$ cat config.mk
export PLATFORM = sky130hd
export DESIGN_NAME = pc_fetch_unit
export DESIGN_NICKNAME = d
export VERILOG_FILES = /design/src/rtl/riscv_pkg.sv /design/src/rtl/fetch_fifo.sv /design/src/rtl/pc_fetch_unit.sv
export SDC_FILE = /design/constraint.sdc
export NUM_CORES = 1
export LEC_CHECK = 0
export ABC_CLOCK_PERIOD_IN_PS = 7440
export BUFFER_PORTS_ARGS = -buffer_cell sky130_fd_sc_hd__buf_2
export CAP_MARGIN = 0
export CORE_MARGIN = 4
export CORE_UTILIZATION = 49
export DETAILED_ROUTE_END_ITERATION = 10
export MAX_ROUTING_LAYER = met4
export PLACE_DENSITY = 0.76
export SETUP_SLACK_MARGIN = 0.4
export SYNTH_ARGS = -nofsm -noshare
export SYNTH_HDL_FRONTEND = slang
export SYNTH_SLANG_ARGS = --single-unit
$ cat constraint.sdc
create_clock -name clk -period 7.44 [get_ports clk]
set_input_delay 1.488 -clock clk [delete_from_list [all_inputs] [get_ports clk]]
set_output_delay 1.488 -clock clk [all_outputs]
set_load 0.005 [all_outputs]
$ cat src/rtl/riscv_pkg.sv
// rtl/riscv_pkg.sv - shared widths, constants and the fetch entry layout for the fetch front end
package riscv_pkg;

    localparam int              XLEN             = 32;
    localparam logic [XLEN-1:0] NOP_INSTR        = 32'h0000_0013;
    localparam logic [XLEN-1:0] DEFAULT_RESET_PC = 32'h0000_0000;

    typedef struct packed {
        logic [XLEN-1:0] pc;
        logic [XLEN-1:0] instr;
    } fetch_entry_t;

endpackage

$ cat src/rtl/fetch_fifo.sv
// rtl/fetch_fifo.sv - synchronous FIFO with flush and occupancy count
module fetch_fifo #(
    parameter  int WIDTH = 32,
    parameter  int DEPTH = 2,
    localparam int AW    = $clog2(DEPTH)
) (
    input  logic             clk,
    input  logic             rst,
    input  logic             i_push,
    input  logic [WIDTH-1:0] i_push_data,
    input  logic             i_pop,
    input  logic             i_flush,
    output logic [WIDTH-1:0] o_pop_data,
    output logic             o_empty,
    output logic             o_full,
    output logic [AW:0]      o_count
);

    logic [WIDTH-1:0] r_mem [DEPTH];
    logic [AW-1:0]    r_wr_ptr;
    logic [AW-1:0]    r_rd_ptr;
    logic [AW:0]      r_count;
    logic             w_do_push;
    logic             w_do_pop;

    assign o_empty    = (r_count == '0);
    assign o_full     = (r_count == (AW+1)'(DEPTH));
    assign o_count    = r_count;
    assign o_pop_data = r_mem[r_rd_ptr];
    assign w_do_push  = i_push & ~o_full;
    assign w_do_pop   = i_pop & ~o_empty;

    always_ff @(posedge clk or posedge rst) begin
        if (rst) begin
            for (int i = 0; i < DEPTH; i++) begin
                r_mem[i] <= '0;
            end
            r_wr_ptr <= '0;
            r_rd_ptr <= '0;
            r_count  <= '0;
        end else if (i_flush) begin
            r_wr_ptr <= '0;
            r_rd_ptr <= '0;
            r_count  <= '0;
        end else begin
            if (w_do_push) begin
                r_mem[r_wr_ptr] <= i_push_data;
                r_wr_ptr        <= r_wr_ptr + AW'(1);
            end
            if (w_do_pop) begin
                r_rd_ptr <= r_rd_ptr + AW'(1);
            end
            r_count <= r_count + (AW+1)'(w_do_push) - (AW+1)'(w_do_pop);
        end
    end

endmodule

$ cat src/rtl/pc_fetch_unit.sv
// rtl/pc_fetch_unit.sv - fetch PC, in-order imem requests, response pairing and decode buffer; MISALIGN_TRAP_EN adds dec_misalign
module pc_fetch_unit
    import riscv_pkg::*;
#(
    parameter logic [XLEN-1:0] RESET_PC   = DEFAULT_RESET_PC,
    parameter int              FIFO_DEPTH = 2
) (
    input  logic            clk,
    input  logic            rst,
    output logic [XLEN-1:0] pc,
    input  logic [XLEN-1:0] pc_add4,
    input  logic            redirect_valid,
    input  logic [XLEN-1:0] redirect_pc,
    output logic            imem_req_valid,
    input  logic            imem_req_ready,
    output logic [XLEN-1:0] imem_req_addr,
    input  logic            imem_rsp_valid,
    input  logic [XLEN-1:0] imem_rsp_data,
    output logic            dec_valid,
    input  logic            dec_ready,
    output logic [XLEN-1:0] dec_instr,
    output logic [XLEN-1:0] dec_pc
`ifdef MISALIGN_TRAP_EN
    ,
    output logic            dec_misalign
`endif
);

    localparam int             CW      = $clog2(FIFO_DEPTH) + 1;
    localparam logic [CW-1:0]  DEPTH_C = CW'(FIFO_DEPTH);

    logic [XLEN-1:0] r_pc;
    logic [CW-1:0]   r_drop_cnt;
    logic [XLEN-1:0] w_addr_head;
    logic            w_addr_empty;
    logic            w_addr_full;
    logic [CW-1:0]   w_addr_count;
    logic            w_data_empty;
    logic            w_data_full;
    logic [CW-1:0]   w_data_count;
    fetch_entry_t    w_data_in;
    fetch_entry_t    w_data_head;
    logic [CW-1:0]   w_outstanding;
    logic            w_has_credit;
    logic            w_halted;
    logic            w_trap_push;
    logic            w_fire;
    logic            w_rsp_counted;
    logic            w_rsp_live;
    logic            w_data_push;
    logic [XLEN-1:0] w_redirect_target;

    // Every accepted request is either a live entry in the addr FIFO or a stale one still to be dropped.
    assign w_outstanding  = r_drop_cnt + w_addr_count;
    assign w_has_credit   = (w_outstanding + w_data_count) < DEPTH_C;
    assign imem_req_valid = ~rst & w_has_credit & ~redirect_valid & ~w_halted & ~w_addr_full;
    assign imem_req_addr  = r_pc;
    assign pc             = r_pc;
    assign w_fire         = imem_req_valid & imem_req_ready;
    assign w_rsp_counted  = imem_rsp_valid & ~redirect_valid;
    assign w_rsp_live     = w_rsp_counted & (r_drop_cnt == '0) & ~w_addr_empty;
    assign w_data_push    = (w_rsp_live | w_trap_push) & ~w_data_full;
    assign dec_valid      = ~w_data_empty;
    assign dec_pc         = w_data_head.pc;
    assign dec_instr      = w_data_head.instr;

`ifdef MISALIGN_TRAP_EN
    logic            r_halted;
    logic            r_trap_pend;
    logic [XLEN-1:0] r_trap_pc;

    assign w_redirect_target = redirect_pc;
    assign w_halted          = r_halted;
    assign w_trap_push       = r_trap_pend & ~redirect_valid;
    // Only the trap entry can sit in the data FIFO while halted.
    assign dec_misalign      = r_halted & dec_valid;

    always_ff @(posedge clk or posedge rst) begin
        if (rst) begin
            r_halted    <= 1'b0;
            r_trap_pend <= 1'b0;
            r_trap_pc   <= '0;
        end else if (redirect_valid) begin
            r_halted    <= |redirect_pc[1:0];
            r_trap_pend <= |redirect_pc[1:0];
            r_trap_pc   <= redirect_pc;
        end else begin
            r_trap_pend <= 1'b0;
        end
    end

    always_comb begin
        w_data_in.pc    = w_addr_head;
        w_data_in.instr = imem_rsp_data;
        if (r_trap_pend) begin
            w_data_in.pc    = r_trap_pc;
            w_data_in.instr = NOP_INSTR;
        end
    end
`else
    assign w_redirect_target = {redirect_pc[XLEN-1:2], 2'b00};
    assign w_halted          = 1'b0;
    assign w_trap_push       = 1'b0;

    always_comb begin
        w_data_in.pc    = w_addr_head;
        w_data_in.instr = imem_rsp_data;
    end
`endif

    always_ff @(posedge clk or posedge rst) begin
        if (rst) begin
            r_pc       <= RESET_PC;
            r_drop_cnt <= '0;
        end else if (redirect_valid) begin
            // A response landing in the redirect cycle is itself discarded, so it leaves the drop count.
            r_pc       <= w_redirect_target;
            r_drop_cnt <= w_outstanding - CW'(imem_rsp_valid);
        end else begin
            if (w_fire) begin
                r_pc <= pc_add4;
            end
            if (w_rsp_counted && (r_drop_cnt != '0)) begin
                r_drop_cnt <= r_drop_cnt - CW'(1);
            end
        end
    end

    fetch_fifo #(.WIDTH(XLEN), .DEPTH(FIFO_DEPTH)) u_addr_fifo (
        .clk         (clk),
        .rst         (rst),
        .i_push      (w_fire),
        .i_push_data (r_pc),
        .i_pop       (w_rsp_live),
        .i_flush     (redirect_valid),
        .o_pop_data  (w_addr_head),
        .o_empty     (w_addr_empty),
        .o_full      (w_addr_full),
        .o_count     (w_addr_count)
    );

    fetch_fifo #(.WIDTH(2*XLEN), .DEPTH(FIFO_DEPTH)) u_data_fifo (
        .clk         (clk),
        .rst         (rst),
        .i_push      (w_data_push),
        .i_push_data (w_data_in),
        .i_pop       (dec_valid & dec_ready),
        .i_flush     (redirect_valid),
        .o_pop_data  (w_data_head),
        .o_empty     (w_data_empty),
        .o_full      (w_data_full),
        .o_count     (w_data_count)
    );

endmodule

Yosys cells after proc, flatten, opt, wreduce, memory -nomap -nowiden
Cells that the tools add are included.
{"block": "word_totals", "ff_bits": 234, "out_inout_bits": 130, "elab_cells": 97}
{"block": "op_classes", "addsub": 12, "n_eq_ne": 2, "n_bitwise": 23, "muxes": 26, "reduce_logical": 15, "order_cmp": 7}
{"operator": "64-bit 2-to-1 mux", "count": 4}
{"operator": "32-bit 2-to-1 mux", "count": 6}
{"operator": "128-bit bitwise mux", "count": 1}
{"operator": "64-bit bitwise mux", "count": 1}
{"operator": "64-bit demux with 1-bit select", "count": 1}
{"operator": "32-bit demux with 1-bit select", "count": 1}
{"operator": "2-bit nonzero test", "count": 7}
{"operator": "1-bit AND", "count": 13}
{"operator": "2-bit greater-or-equal comparator (second input constant)", "count": 4}
{"operator": "1-bit 2-to-1 mux", "count": 8}
{"operator": "2-bit 2-to-1 mux", "count": 4}
{"operator": "1-bit NOT with 2-bit output", "count": 4}
{"operator": "2-bit zero test", "count": 3}
{"operator": "1-bit NOT", "count": 6}
{"operator": "2-bit by 1-bit subtractor with 2-bit output", "count": 3}
{"operator": "1-bit adder (second input constant)", "count": 4}
{"operator": "2-bit by 1-bit adder with 2-bit output", "count": 2}
{"operator": "2-bit adder", "count": 2}
{"operator": "2-bit == test (second input constant)", "count": 2}
{"operator": "2-bit by 1-bit less-than comparator with 1-bit output (second input constant)", "count": 2}
{"operator": "2-bit AND reduction", "count": 2}
{"operator": "1-bit logical AND", "count": 3}
{"operator": "2-bit less-than comparator (second input constant)", "count": 1}
{"operator": "2-bit by 1-bit subtractor with 2-bit output (second input constant)", "count": 1}

Longest topological paths before layout
{"block": "logic_depth", "ltp_word": 11, "depth_mapped": 9}

Cells and area by module
Synthesis repeated with hierarchy kept, for this count alone.
{"block": "unflattened", "cells_unflattened": 833, "hier_area_um2": 11014.3}
{"mod": "fetch_fifo at u_data_fifo", "instances": 1, "seq_area_each_um2": 3303.2, "cells_each": 366, "area_each_um2": 5746.8}
{"mod": "fetch_fifo at u_addr_fifo", "instances": 1, "seq_area_each_um2": 1701.6, "cells_each": 196, "area_each_um2": 3000.4}
{"mod": "pc_fetch_unit", "instances": 1, "seq_area_each_um2": 850.8, "cells_each": 271, "area_each_um2": 2267.2}

Worst setup path after synthesis
OpenSTA, ideal clock, no wires.
{"block": "synth_path", "path_kind": "input to register", "startpoint": "input rst", "endpoint": "register u_addr_fifo.r_mem[0] (netlist bit)", "t_arrival_ns": 8.772, "path_buffers": 2, "stages": 6, "setup_time_ns": 0.125, "slack_ns": -1.458, "required_ns": 7.315, "path_cell_list": "inv_1 -> o2111ai_1 -> or3_1 -> buf_2 -> buf_6 -> mux2_4"}
{"block": "synth_via", "elab_chain_cells": 7}
{"element": "from (decl)", "line": "pc_fetch_unit.sv:9", "rtl": "input logic rst,"}
{"element": "1-bit NOT", "line": "pc_fetch_unit.sv:56", "rtl": "assign imem_req_valid = ~rst & w_has_credit & ~redirect_valid & ~w_halted & ~w_addr_full;"}
{"element": "1-bit AND (3 in series)", "line": "pc_fetch_unit.sv:56"}
{"element": "1-bit AND", "line": "pc_fetch_unit.sv:59", "rtl": "assign w_fire = imem_req_valid & imem_req_ready;"}
{"element": "1-bit AND", "line": "fetch_fifo.sv:30", "rtl": "assign w_do_push = i_push & ~o_full;"}
{"element": "2-bit AND reduction (no source line)"}
{"element": "to (signal, indexed assignment)", "line": "fetch_fifo.sv:47", "rtl": "r_mem[r_wr_ptr] <= i_push_data;"}
{"element": "to (decl)", "line": "fetch_fifo.sv:19", "rtl": "logic [WIDTH-1:0] r_mem [DEPTH];"}
Every way passes these cells.
A chain may end at the register's enable or synchronous reset.

Worst setup path after layout
{"block": "layout_path", "startpoint": "input rst", "endpoint": "register u_addr_fifo.r_mem[30] (netlist bit)"}
The elaborated chain is that of the path after synthesis.

==> impl_metrics.py <==
metrics = {
    "route": {
        "drtIter0Drc": 313,
        "drtAntennaViolNets": 0,
        "vias": 6582,
        "vias_per_cell": 5.17,
        "dr.pass1.iters": 4,
        "avgRoutedWirePerCell_um": 16.9,
        "finalWirelength_mm": 21.5,
        "drcViolationCount": 0,
    },
    "global_routing": {
        "antenna_found_initial": 0,
        "grt_pass1_wl_mm": 35.2,
        "grt_pass1_vias": 6713,
        "grt_max_degree": 75,
        "grtUsageTotal_pct": 18.3,
        "globalRouteOverflowTotal": 0,
    },
    "floorplanning": {
        "core_area_um2": 21200,
        "rows": 53,
        "fp.dieW_um": 155,
        "start_util_pct": 50.1,
        "dieArea_um2": 24100,
        "io-pin-count": 232,
        "die_h_um": 155,
    },
    "clock_tree": {
        "h-tree-depth": 1,
        "insertion_delay_ps": 510,
        "clkSlewWorstSetupHoldPaths_ps": 60,
        "hold_buffers": 0,
        "ctsRootBufferMaster": "clkbuf_16",
        "tritoncts": "yes",
        "clock_sinks": 234,
        "cts-resized-gates": 0,
        "cts_made_buffers": 25,
        "clockBufferDepth": 3,
        "post_cts_buffers": 0,
    },
    "setup_path": {
        "crit_path_start_kind": "primary input",
        "crit_family": "buffers and inverters",
        "cpMaxStageDelayCell": "o2111ai_1",
        "crit_path_cell_trace": "buf_2 > clkinvlp_4 > o2111ai_1 > or3_2 > buf_4 > mux2_2",
        "cp.arrival_ps": 4400,
        "critPathRequiredTime_ps": 7830,
        "slowest_delay_ps": 830,
        "criticalPathCategory": "primary input to register",
        "crit_path_max_fanout": 47,
        "critPathBufInv": 3,
        "worst_setup_path_end_kind": "register",
        "r2r_setup_slack_ps": 4580,
    },
    "job": {
        "timing.max_cap.violations": 0,
    },
    "power_and_ir_drop": {
        "netSwitchingFraction_pct": 28.6,
        "irDropWorstVdd_uv": 213,
        "p_int_mw": 3.15,
        "p_leak_nw": 6.27,
        "p_per_area_nw_per_um2": 351,
        "p_switching_mw": 1.26,
        "p_comb_share_pct": 28.8,
        "seqPwrFrac_pct": 43.8,
        "p_clk_share_pct": 27.4,
    },
    "place": {
        "numPortBuffers": 229,
        "gp_congestion": 0.770,
        "place_inst": 1228,
        "hpwl_mm": 13.7,
        "place_ws_ps": 2730,
    },
    "synthesis": {
        "ys_warn_count": 0,
        "syn-num-nets": 901,
        "ys_ff_latch": 234,
        "synth_cells": 792,
        "seq_area_frac_synth_pct": 55.2,
        "syn_area_um2": 10600,
        "avgSynthCellArea_um2": 13.4,
        "synthDistinctLibCells": 32,
    },
    "timing": {
        "rsz0062_at_grt": "false",
        "finalWorstSetupSlack_ps": 3430,
        "finalCritPeriodShare_pct": 53.9,
        "clock_skew_ps": 15.9,
        "setup_viol": 0,
        "worst_pin_slew_ps": 1110,
        "fin_crit_ps": 4010,
        "setup_tns_ps": 0,
        "fmax_mhz": 250,
        "max_slew_margin_pct": 26.0,
        "hold_violations": 0,
        "final_max_slew_viol_count": 0,
    },
    "final_layout": {
        "nets": 1089,
        "diodes": 0,
        "layout_commonest_cell": "dfrtp_1",
        "drive_above_1_share_pct": 54.2,
        "layout_common_cells": "dfrtp_1 (232), buf_2 (229), mux2_2 (222), nor2_1 (71), a21oi_1 (67)",
        "final_util_pct": 59.5,
        "fillers": 1710,
        "synthToLayoutAreaGrowth_pct": 18.7,
        "stdcell_count": 1273,
    },
    "hold_path": {
        "hp-class": "register to register",
    },
    "run_status": {
        "status": "finished clean",
    },
}
[power groups by stage]
stage / registers, mW / clock network (mW) / logic [mW]
floorplan: 1.84 / 0 / 0.948
global placement: 1.94 / 0 / 1.26
CTS: 1.94 / 1.25 / 1.30
detailed placement: 1.96 / 0 / 1.28
finish: 1.93 / 1.21 / 1.27
global route: 1.99 / 1.30 / 1.41
[worst register-to-register path, delay by kind of cell, from the launching register on]
family | cells | cell delay (ps)
xor gates and xnor gates | 2 | 1020
AOI/OAI and AO/OA | 1 | 820
muxes | 1 | 460
DFF | 1 | 440
[final cells by class]
cell class	instances	area, um2	area share [%]
Multi-Input combinational cell	467	4290	34.1
Inverter	13	52.6	0.418
Clock buffer	38	754	6.00
Sequential cell	234	5860	46.6
Tap cell	275	344	2.73
Timing Repair Buffer	239	1220	9.70
Clock inverter	7	66.3	0.527
[state kept, by name (all words and copies together), names as in the netlist, 2 cells and up]
| register | flops |
|---|---|
| imem_req_addr | 32 |
| u_data_fifo.o_count | 2 |
| u_addr_fifo.r_mem | 64 |
| r_drop_cnt | 2 |
| u_addr_fifo.o_count | 2 |
| u_data_fifo.r_mem | 128 |
[per-stage QoR]
step                hold WS (ps)  cell area (um2)  power, mW
global route                 513            12600       4.71
detailed placement           491            11800       3.24
global placement             483            11800       3.19
CTS                          505            12600       4.48
finish                       501            12600       4.41
floorplan                    475            10600       2.78
[cells in the mapped netlist]
master / n / area, um2
buf_4: 32 / 240
clkbuf_1: 31 / 116
o21a_1: 2 / 15.0
nand2_1: 3 / 11.3
o2111ai_1: 1 / 8.76
o21ai_0: 5 / 25.0
nor2_1: 71 / 267
xor3_2: 1 / 25.0
nor3_2: 1 / 10.0
o211ai_1: 2 / 15.0
ha_1: 7 / 87.6
and2_1: 1 / 6.26
dfrtp_1: 234 / 5860
mux2_2: 222 / 2500
mux2i_1: 32 / 320
inv_1: 13 / 48.8
a2111oi_0: 1 / 8.76
nor4b_1: 1 / 8.76
or3_1: 3 / 18.8
xnor2_1: 5 / 43.8
buf_1: 5 / 18.8
nor2b_1: 3 / 18.8
a21oi_1: 67 / 335
nor3_1: 1 / 5.00
mux2_4: 30 / 450
buf_2: 7 / 35.0
buf_6: 3 / 33.8
xnor3_1: 1 / 22.5
xor2_1: 3 / 26.3
or2_2: 1 / 6.26
nor4_1: 1 / 6.26
nand2b_1: 2 / 12.5
[path summary, 6_finish.rpt]
path                                                        start  cells past startpoint                                 to
worst max register to register   u_addr_fifo.o_count[1]$_DFF_PP0_                      4      imem_req_addr[23]$_DFFE_PP0P_
worst max-delay path                                          rst                      6  u_addr_fifo.r_mem[30]$_DFFE_PP0P_
worst min-delay path            u_data_fifo.r_mem[84]$_DFFE_PP0P_                      1  u_data_fifo.r_mem[84]$_DFFE_PP0P_
max in group asynchronous                                     rst                      4  u_addr_fifo.r_mem[52]$_DFFE_PP0P_
min in group asynchronous                                     rst                      2   u_addr_fifo.o_count[0]$_DFF_PP0_
worst min register to register  u_data_fifo.r_mem[84]$_DFFE_PP0P_                      1  u_data_fifo.r_mem[84]$_DFFE_PP0P_
[cell families (layout without fill, tap and decap cells)]
family | after synthesis | in the layout | synth area share (%)
adders and majority gates | 7 | 7 | 0.826
DFF | 234 | 234 | 55.2
buffers and inverters | 91 | 297 | 4.65
AOI/OAI and AO/OA | 78 | 78 | 3.85
muxes | 284 | 284 | 30.8
and+or+nand+nor | 88 | 88 | 3.49
xor gates and xnor gates | 10 | 10 | 1.11
[per-layer routing]
layer  vias to the layer above  part of all wire [%]  track usage (%)
met3                        28                   5.5             2.98
met2                       178                    48             29.6
met1                      3267                    45             24.9
met5                         -                     0                -
li1                       3109                     -                -
met4                         0                   1.5             3.45
No activity file was read; power rests on OpenSTA's default activity.
